==> src/rtl/packet_injector.sv <==
// packet_injector: transmit side of a router local port.
// Takes packet requests (destination x/y, length) from a core and emits HEAD/BODY/TAIL/HEADTAIL
// flits into the router LOCAL input port under credit flow control. Destinations outside the
// mesh are rejected with a one-cycle pkt_err_o pulse.
// MESH_SIZE_X and MESH_SIZE_Y must be at least 2. MAX_PKT_LEN must be at most 255.
//
// Ports:
//   clk, rst_n        clock, asynchronous active-low reset
//   pkt_valid_i       packet request valid (accepted when pkt_ready_o is high)
//   pkt_ready_o       injector idle and able to accept a request
//   pkt_x_dest_i      request destination x
//   pkt_y_dest_i      request destination y
//   pkt_len_i         request length in flits (0 is treated as 1, values above MAX_PKT_LEN clamp)
//   pkt_err_o         one-cycle pulse: request rejected (destination out of mesh)
//   flit_valid_o      flit present this cycle (one credit consumed)
//   flit_type_o       0=HEAD 1=BODY 2=TAIL 3=HEADTAIL
//   flit_x_dest_o     packet destination x
//   flit_y_dest_o     packet destination y
//   flit_payload_o    {pkt_id, flit_idx}
//   credit_i          one-cycle pulse: one downstream buffer slot freed
//   credit_err_o      sticky: credit returned while the counter was already full
module packet_injector #(
  parameter int unsigned MESH_SIZE_X = 5,
  parameter int unsigned MESH_SIZE_Y = 7,
  parameter int unsigned BUFFER_SIZE = 8,
  parameter int unsigned MAX_PKT_LEN = 8,
  localparam int unsigned DEST_ADDR_SIZE_X = $clog2(MESH_SIZE_X),
  localparam int unsigned DEST_ADDR_SIZE_Y = $clog2(MESH_SIZE_Y),
  localparam int unsigned LEN_W = $clog2(MAX_PKT_LEN + 1)
) (
  input  logic                        clk,
  input  logic                        rst_n,
  input  logic                        pkt_valid_i,
  output logic                        pkt_ready_o,
  input  logic [DEST_ADDR_SIZE_X-1:0] pkt_x_dest_i,
  input  logic [DEST_ADDR_SIZE_Y-1:0] pkt_y_dest_i,
  input  logic [LEN_W-1:0]            pkt_len_i,
  output logic                        pkt_err_o,
  output logic                        flit_valid_o,
  output logic [1:0]                  flit_type_o,
  output logic [DEST_ADDR_SIZE_X-1:0] flit_x_dest_o,
  output logic [DEST_ADDR_SIZE_Y-1:0] flit_y_dest_o,
  output logic [15:0]                 flit_payload_o,
  input  logic                        credit_i,
  output logic                        credit_err_o
);

  localparam int unsigned CW = $clog2(BUFFER_SIZE + 1);

  localparam logic [1:0] FlitHead     = 2'd0;
  localparam logic [1:0] FlitBody     = 2'd1;
  localparam logic [1:0] FlitTail     = 2'd2;
  localparam logic [1:0] FlitHeadTail = 2'd3;

  typedef enum logic [0:0] {StIdle, StSend} state_e;

  state_e                      state_q, state_d;
  logic [CW-1:0]               credits_q, credits_d;
  logic [7:0]                  pkt_id_q, pkt_id_d;
  logic [7:0]                  idx_q, idx_d;
  logic [LEN_W-1:0]            len_q, len_d;
  logic [DEST_ADDR_SIZE_X-1:0] x_q, x_d;
  logic [DEST_ADDR_SIZE_Y-1:0] y_q, y_d;

  logic                        fv_q, fv_d;
  logic [1:0]                  ft_q, ft_d;
  logic [DEST_ADDR_SIZE_X-1:0] fx_q, fx_d;
  logic [DEST_ADDR_SIZE_Y-1:0] fy_q, fy_d;
  logic [15:0]                 fp_q, fp_d;
  logic                        pkt_err_q, pkt_err_d;
  logic                        credit_err_q, credit_err_d;

  logic             send;
  logic             dest_bad;
  logic             last;
  logic [LEN_W-1:0] len_eff;
  logic [7:0]       len_ext;

  // Zero-extend before comparing so power-of-two mesh sizes still compare correctly.
  assign dest_bad = (32'(pkt_x_dest_i) >= MESH_SIZE_X) || (32'(pkt_y_dest_i) >= MESH_SIZE_Y);
  assign len_ext  = 8'(len_q);
  assign last     = (idx_q + 8'd1) == len_ext;

  always_comb begin
    len_eff = pkt_len_i;
    if (pkt_len_i == '0) begin
      len_eff = LEN_W'(1);
    end else if (32'(pkt_len_i) > MAX_PKT_LEN) begin
      len_eff = LEN_W'(MAX_PKT_LEN);
    end
  end

  always_comb begin
    state_d      = state_q;
    credits_d    = credits_q;
    pkt_id_d     = pkt_id_q;
    idx_d        = idx_q;
    len_d        = len_q;
    x_d          = x_q;
    y_d          = y_q;
    fv_d         = 1'b0;
    ft_d         = FlitHead;
    fx_d         = '0;
    fy_d         = '0;
    fp_d         = '0;
    pkt_err_d    = 1'b0;
    credit_err_d = credit_err_q;
    send         = 1'b0;

    unique case (state_q)
      StIdle: begin
        if (pkt_valid_i) begin
          if (dest_bad) begin
            pkt_err_d = 1'b1;
          end else begin
            x_d     = pkt_x_dest_i;
            y_d     = pkt_y_dest_i;
            len_d   = len_eff;
            idx_d   = 8'd0;
            state_d = StSend;
          end
        end
      end
      StSend: begin
        // Sending depends only on the registered count, so a credit returned at zero
        // unblocks transmission one cycle later.
        if (credits_q != '0) begin
          send  = 1'b1;
          fv_d  = 1'b1;
          fx_d  = x_q;
          fy_d  = y_q;
          fp_d  = {pkt_id_q, idx_q};
          if (len_q == LEN_W'(1)) begin
            ft_d = FlitHeadTail;
          end else if (idx_q == 8'd0) begin
            ft_d = FlitHead;
          end else if (last) begin
            ft_d = FlitTail;
          end else begin
            ft_d = FlitBody;
          end
          idx_d = idx_q + 8'd1;
          if (last) begin
            pkt_id_d = pkt_id_q + 8'd1;
            state_d  = StIdle;
          end
        end
      end
      default: state_d = StIdle;
    endcase

    if (send && !credit_i) begin
      credits_d = credits_q - CW'(1);
    end else if (!send && credit_i) begin
      if (credits_q == CW'(BUFFER_SIZE)) begin
        credit_err_d = 1'b1;
      end else begin
        credits_d = credits_q + CW'(1);
      end
    end
  end

  always_ff @(posedge clk or negedge rst_n) begin
    if (!rst_n) begin
      state_q      <= StIdle;
      credits_q    <= CW'(BUFFER_SIZE);
      pkt_id_q     <= '0;
      idx_q        <= '0;
      len_q        <= '0;
      x_q          <= '0;
      y_q          <= '0;
      fv_q         <= 1'b0;
      ft_q         <= '0;
      fx_q         <= '0;
      fy_q         <= '0;
      fp_q         <= '0;
      pkt_err_q    <= 1'b0;
      credit_err_q <= 1'b0;
    end else begin
      state_q      <= state_d;
      credits_q    <= credits_d;
      pkt_id_q     <= pkt_id_d;
      idx_q        <= idx_d;
      len_q        <= len_d;
      x_q          <= x_d;
      y_q          <= y_d;
      fv_q         <= fv_d;
      ft_q         <= ft_d;
      fx_q         <= fx_d;
      fy_q         <= fy_d;
      fp_q         <= fp_d;
      pkt_err_q    <= pkt_err_d;
      credit_err_q <= credit_err_d;
    end
  end

  assign pkt_ready_o    = (state_q == StIdle);
  assign pkt_err_o      = pkt_err_q;
  assign flit_valid_o   = fv_q;
  assign flit_type_o    = ft_q;
  assign flit_x_dest_o  = fx_q;
  assign flit_y_dest_o  = fy_q;
  assign flit_payload_o = fp_q;
  assign credit_err_o   = credit_err_q;

endmodule
==> config.mk <==
export PLATFORM = sky130hd
export DESIGN_NAME = packet_injector
export DESIGN_NICKNAME = d
export VERILOG_FILES = /design/src/rtl/packet_injector.sv
export SDC_FILE = /design/constraint.sdc
export NUM_CORES = 1
export LEC_CHECK = 0
export BUFFER_PORTS_ARGS = -buffer_cell sky130_fd_sc_hd__clkbuf_2
export CORE_ASPECT_RATIO = 0.5
export CORE_MARGIN = 3
export CORE_UTILIZATION = 35
export CTS_CLUSTER_SIZE = 40
export DETAILED_ROUTE_END_ITERATION = 8
export GPL_TIMING_DRIVEN = 0
export HOLD_SLACK_MARGIN = 0.02
export PLACE_DENSITY_LB_ADDON = 0.05
export SYNTH_ARGS = -nofsm -noshare
export SYNTH_HDL_FRONTEND = slang
export SYNTH_SLANG_ARGS = --single-unit
==> constraint.sdc <==
create_clock -name clk -period 2.5 [get_ports clk]
set_input_delay 0.625 -clock clk [delete_from_list [all_inputs] [get_ports clk]]
set_output_delay 0.625 -clock clk [all_outputs]
set_load 0.05 [all_outputs]
==> flow_summary.yaml <==
worst_hold_path:
  hp-class: "input port to async pin"
finish:
  drive_above_1_share: 0.330
  fin_nets: 294
  layout_commonest_cell: "dfrtp_1"
  final_area_mm2: 0.00324
  final_cell_mix: "55 x dfrtp_1, 40 x clkbuf_2, 19 x and2_1"
  area_growth_syn_to_layout_pct: 25.4
  antenna_cells: 0
detailed_routing:
  routed_via_density: 4.78
  drc_errors: 0
  drt_iter0_drc: 121
  vias: 1760
  drt_first_pass_iters: 4
  drt.antenna.violating_nets: 0
  avgRoutedWirePerCell_um: 14.4
  totalWireLength_um: 5290
synth:
  synth_compound_area_frac: 0.0858
  synth_top_area_share: 0.553
  syn_nets: 237
  synth_edf_count: 0
  yosys_register_bits: 58
  synthDistinctLibCells: 47
  async_reset_ff_frac: 1.00
  synth_top_family_by_area: "simple AND/OR/NAND/NOR gates"
  synth-simple-area-share: 0.179
  yosysTopAreaCell: "dfrtp_1"
  synth_cells: 215
  synthXorXnorAreaFrac: 0.0698
  yosysWarnings: 0
  synth.yosys.seq_area_share: 0.563
  ys.flop_type: "dfrtp_1"
  synth_area_per_cell_um2: 12.0
  ys_top_cells_by_area: "dfrtp_1 55%, and2_1 4.6%, xor2_1 4.1%, ha_1 3.4%, mux2_2 3.1%"
  muxShareOfSynthArea: 0.0349
  syn_area_mm2: 0.00258
  synth_adder_area_share: 0.0417
timing:
  setup_violations: 0
  hold_viol: 0
  slew_headroom: 0.478
  period_minus_slack_ps: 2380
  grt_setup_unrepaired: "no"
  fmax_mhz: 420
  fin_crit_sh: 0.953
  skew_ps: 3.93
  maxSlewViolCount: 0
  tightest_slew_ps: 783
placement:
  io_buffers: 41
  gp_congestion: 0.789
  place_hpwl_um: 3660
  placed_cell_area_mm2: 0.00293
global_route:
  grt_max_degree: 59
  antenna_found_initial: 0
  grt_use_total: 0.145
  grt_pass1_wl_um: 9140
  overflow: 0
  grt_pass1_vias: 1782
floorplanning:
  io_pins: 42
  dieArea_mm2: 0.00850
  start_util: 0.374
  core_mm2: 0.00691
  die_y_um: 66.7
  core.rowCount: 21
  die_w_um: 127
worst_setup_path:
  critPathTopFamily: "compound AO/OA/AOI/OAI gates"
  crit_fanout: 19
  endpoint_kind: "register"
  critPathMaxStageDelay_ps: 400
  arrival_ps: 2630
  path_class: "register to register"
  crit_required_ps: 2750
  crit_chain: "or3_4 > o21ai_4 > inv_6 > ha_2 > ha_1 > a21o_1 > a21oi_2 > xnor2_1 > nor2_1 > xor2_1"
  cp_slowest_cell: "dfrtp_2"
  critPathLaunchType: "register"
  critical_path_buf_inv_count: 1
flow_run:
  drv_cap: 0
clocking:
  cts_buffers: 9
  clock_path_buffers: 2
  htree_levels: 3
  numClockSinks: 58
  cts_hold_buf: 0
  clock_latency_ps: 320
  clk_pin_slew_worst_paths_ps: 50
  clockRootBuffer: "clkbuf_16"
  cts_tree: "yes"
power:
  power_mw: 4.70
  ir_drop_uv: 545
  leakage_nw: 1.60
  p_per_area_mw_per_mm2: 1450
outcome:
  status: "complete, no violations"
## path summary, 6_finish.rpt
kind	cells after the start	to	startpoint	slack [ps]
worst max-delay path	10	credits_q[3]	credits_q[0]	120
worst min-delay path	1	flit_payload_o[8]	rst_n	400
worst max register to register	10	credits_q[3]	credits_q[0]	120
worst min register to register	1	pkt_id_q[7]	pkt_id_q[7]	450
max in group asynchronous	1	credits_q[0]	rst_n	1530
min in group clk	1	pkt_id_q[7]	pkt_id_q[7]	450
## what timing repair did
action	CTS	global route
setup endpoints to repair	3	2
cloned	0	0
buffers inserted	4	2
gates resized for setup	2	2
pin swaps	1	3
## registers in the layout, indices dropped and copies added (netlist names)
name and flops:
flit_type_o 2, y_q 3, state_q 1, pkt_err_o 1, flit_y_dest_o 3, len_q 4
credit_err_o 1, flit_x_dest_o 3, x_q 3, pkt_id_q 8, flit_valid_o 1, idx_q 8
credits_q 4, flit_payload_o 16
## cell families after synthesis
family / count (synthesis)
simple gates: 76
fa+ha+maj: 8
compound gates: 32
mux: 8
buf+inv: 15
flops: 58
xor+xnor: 18
## power breakdown
group	total [mW]	leakage, nW	switching [mW]	internal [mW]
registers	1.50	0.738	0.217	1.29
logic	2.10	0.719	1.36	0.732
clock network	1.10	0.138	0.389	0.711
## routing by layer
| layer | share of wire | track usage | vias to the layer above |
|---|---|---|---|
| li1 | - | - | 855 |
| met1 | 0.52 | 0.202 | 856 |
| met2 | 0.41 | 0.192 | 41 |
| met3 | 0.054 | 0.0576 | 8 |
| met4 | 0.019 | 0.0722 | 0 |
| met5 | 0 | 0 | - |
## metrics by stage
step	TNS, ps	hold slack, ps	cells	utilization	worst slack (ps)
2_1_floorplan	0	329	215	-	2.46
3_3_place_gp	-317	450	348	0.423	-285
3_5_place_dp	-411	450	348	0.423	-321
4_1_cts	0	437	367	0.468	11.1
5_1_grt	0	483	368	0.468	5.79
6_report	0	403	368	0.468	118
## cells in the mapped netlist, types with 4 or more instances
cell / n
nand3_1: 4
ha_1: 7
xnor2_1: 4
dfrtp_1: 57
inv_1: 7
and3_1: 4
mux2_2: 7
and2_1: 19
nor4_1: 6
a21oi_1: 7
o21ai_0: 12
xor2_1: 12
nand2_1: 16
nor2_1: 7
## layout make-up
cell class	count	area, um2
fillers	661	3670
well taps	92	115
repair buffers	47	253
multi-input cells	142	1070
inverters	8	35.0
clock buffers	12	256
clock inverters	3	15.0
plain buffers	6	33.8
flip-flops and latches	58	1460
## worst register-to-register path, cell delays in order, from the launching register on
cell and delay, ps:
dfrtp_2 400, or3_4 380, o21ai_4 240, inv_6 120, ha_2 210, ha_1 270, a21o_1 190, a21oi_2 140
xnor2_1 70, nor2_1 130, xor2_1 160
No activity file was read; power rests on OpenSTA's default activity.
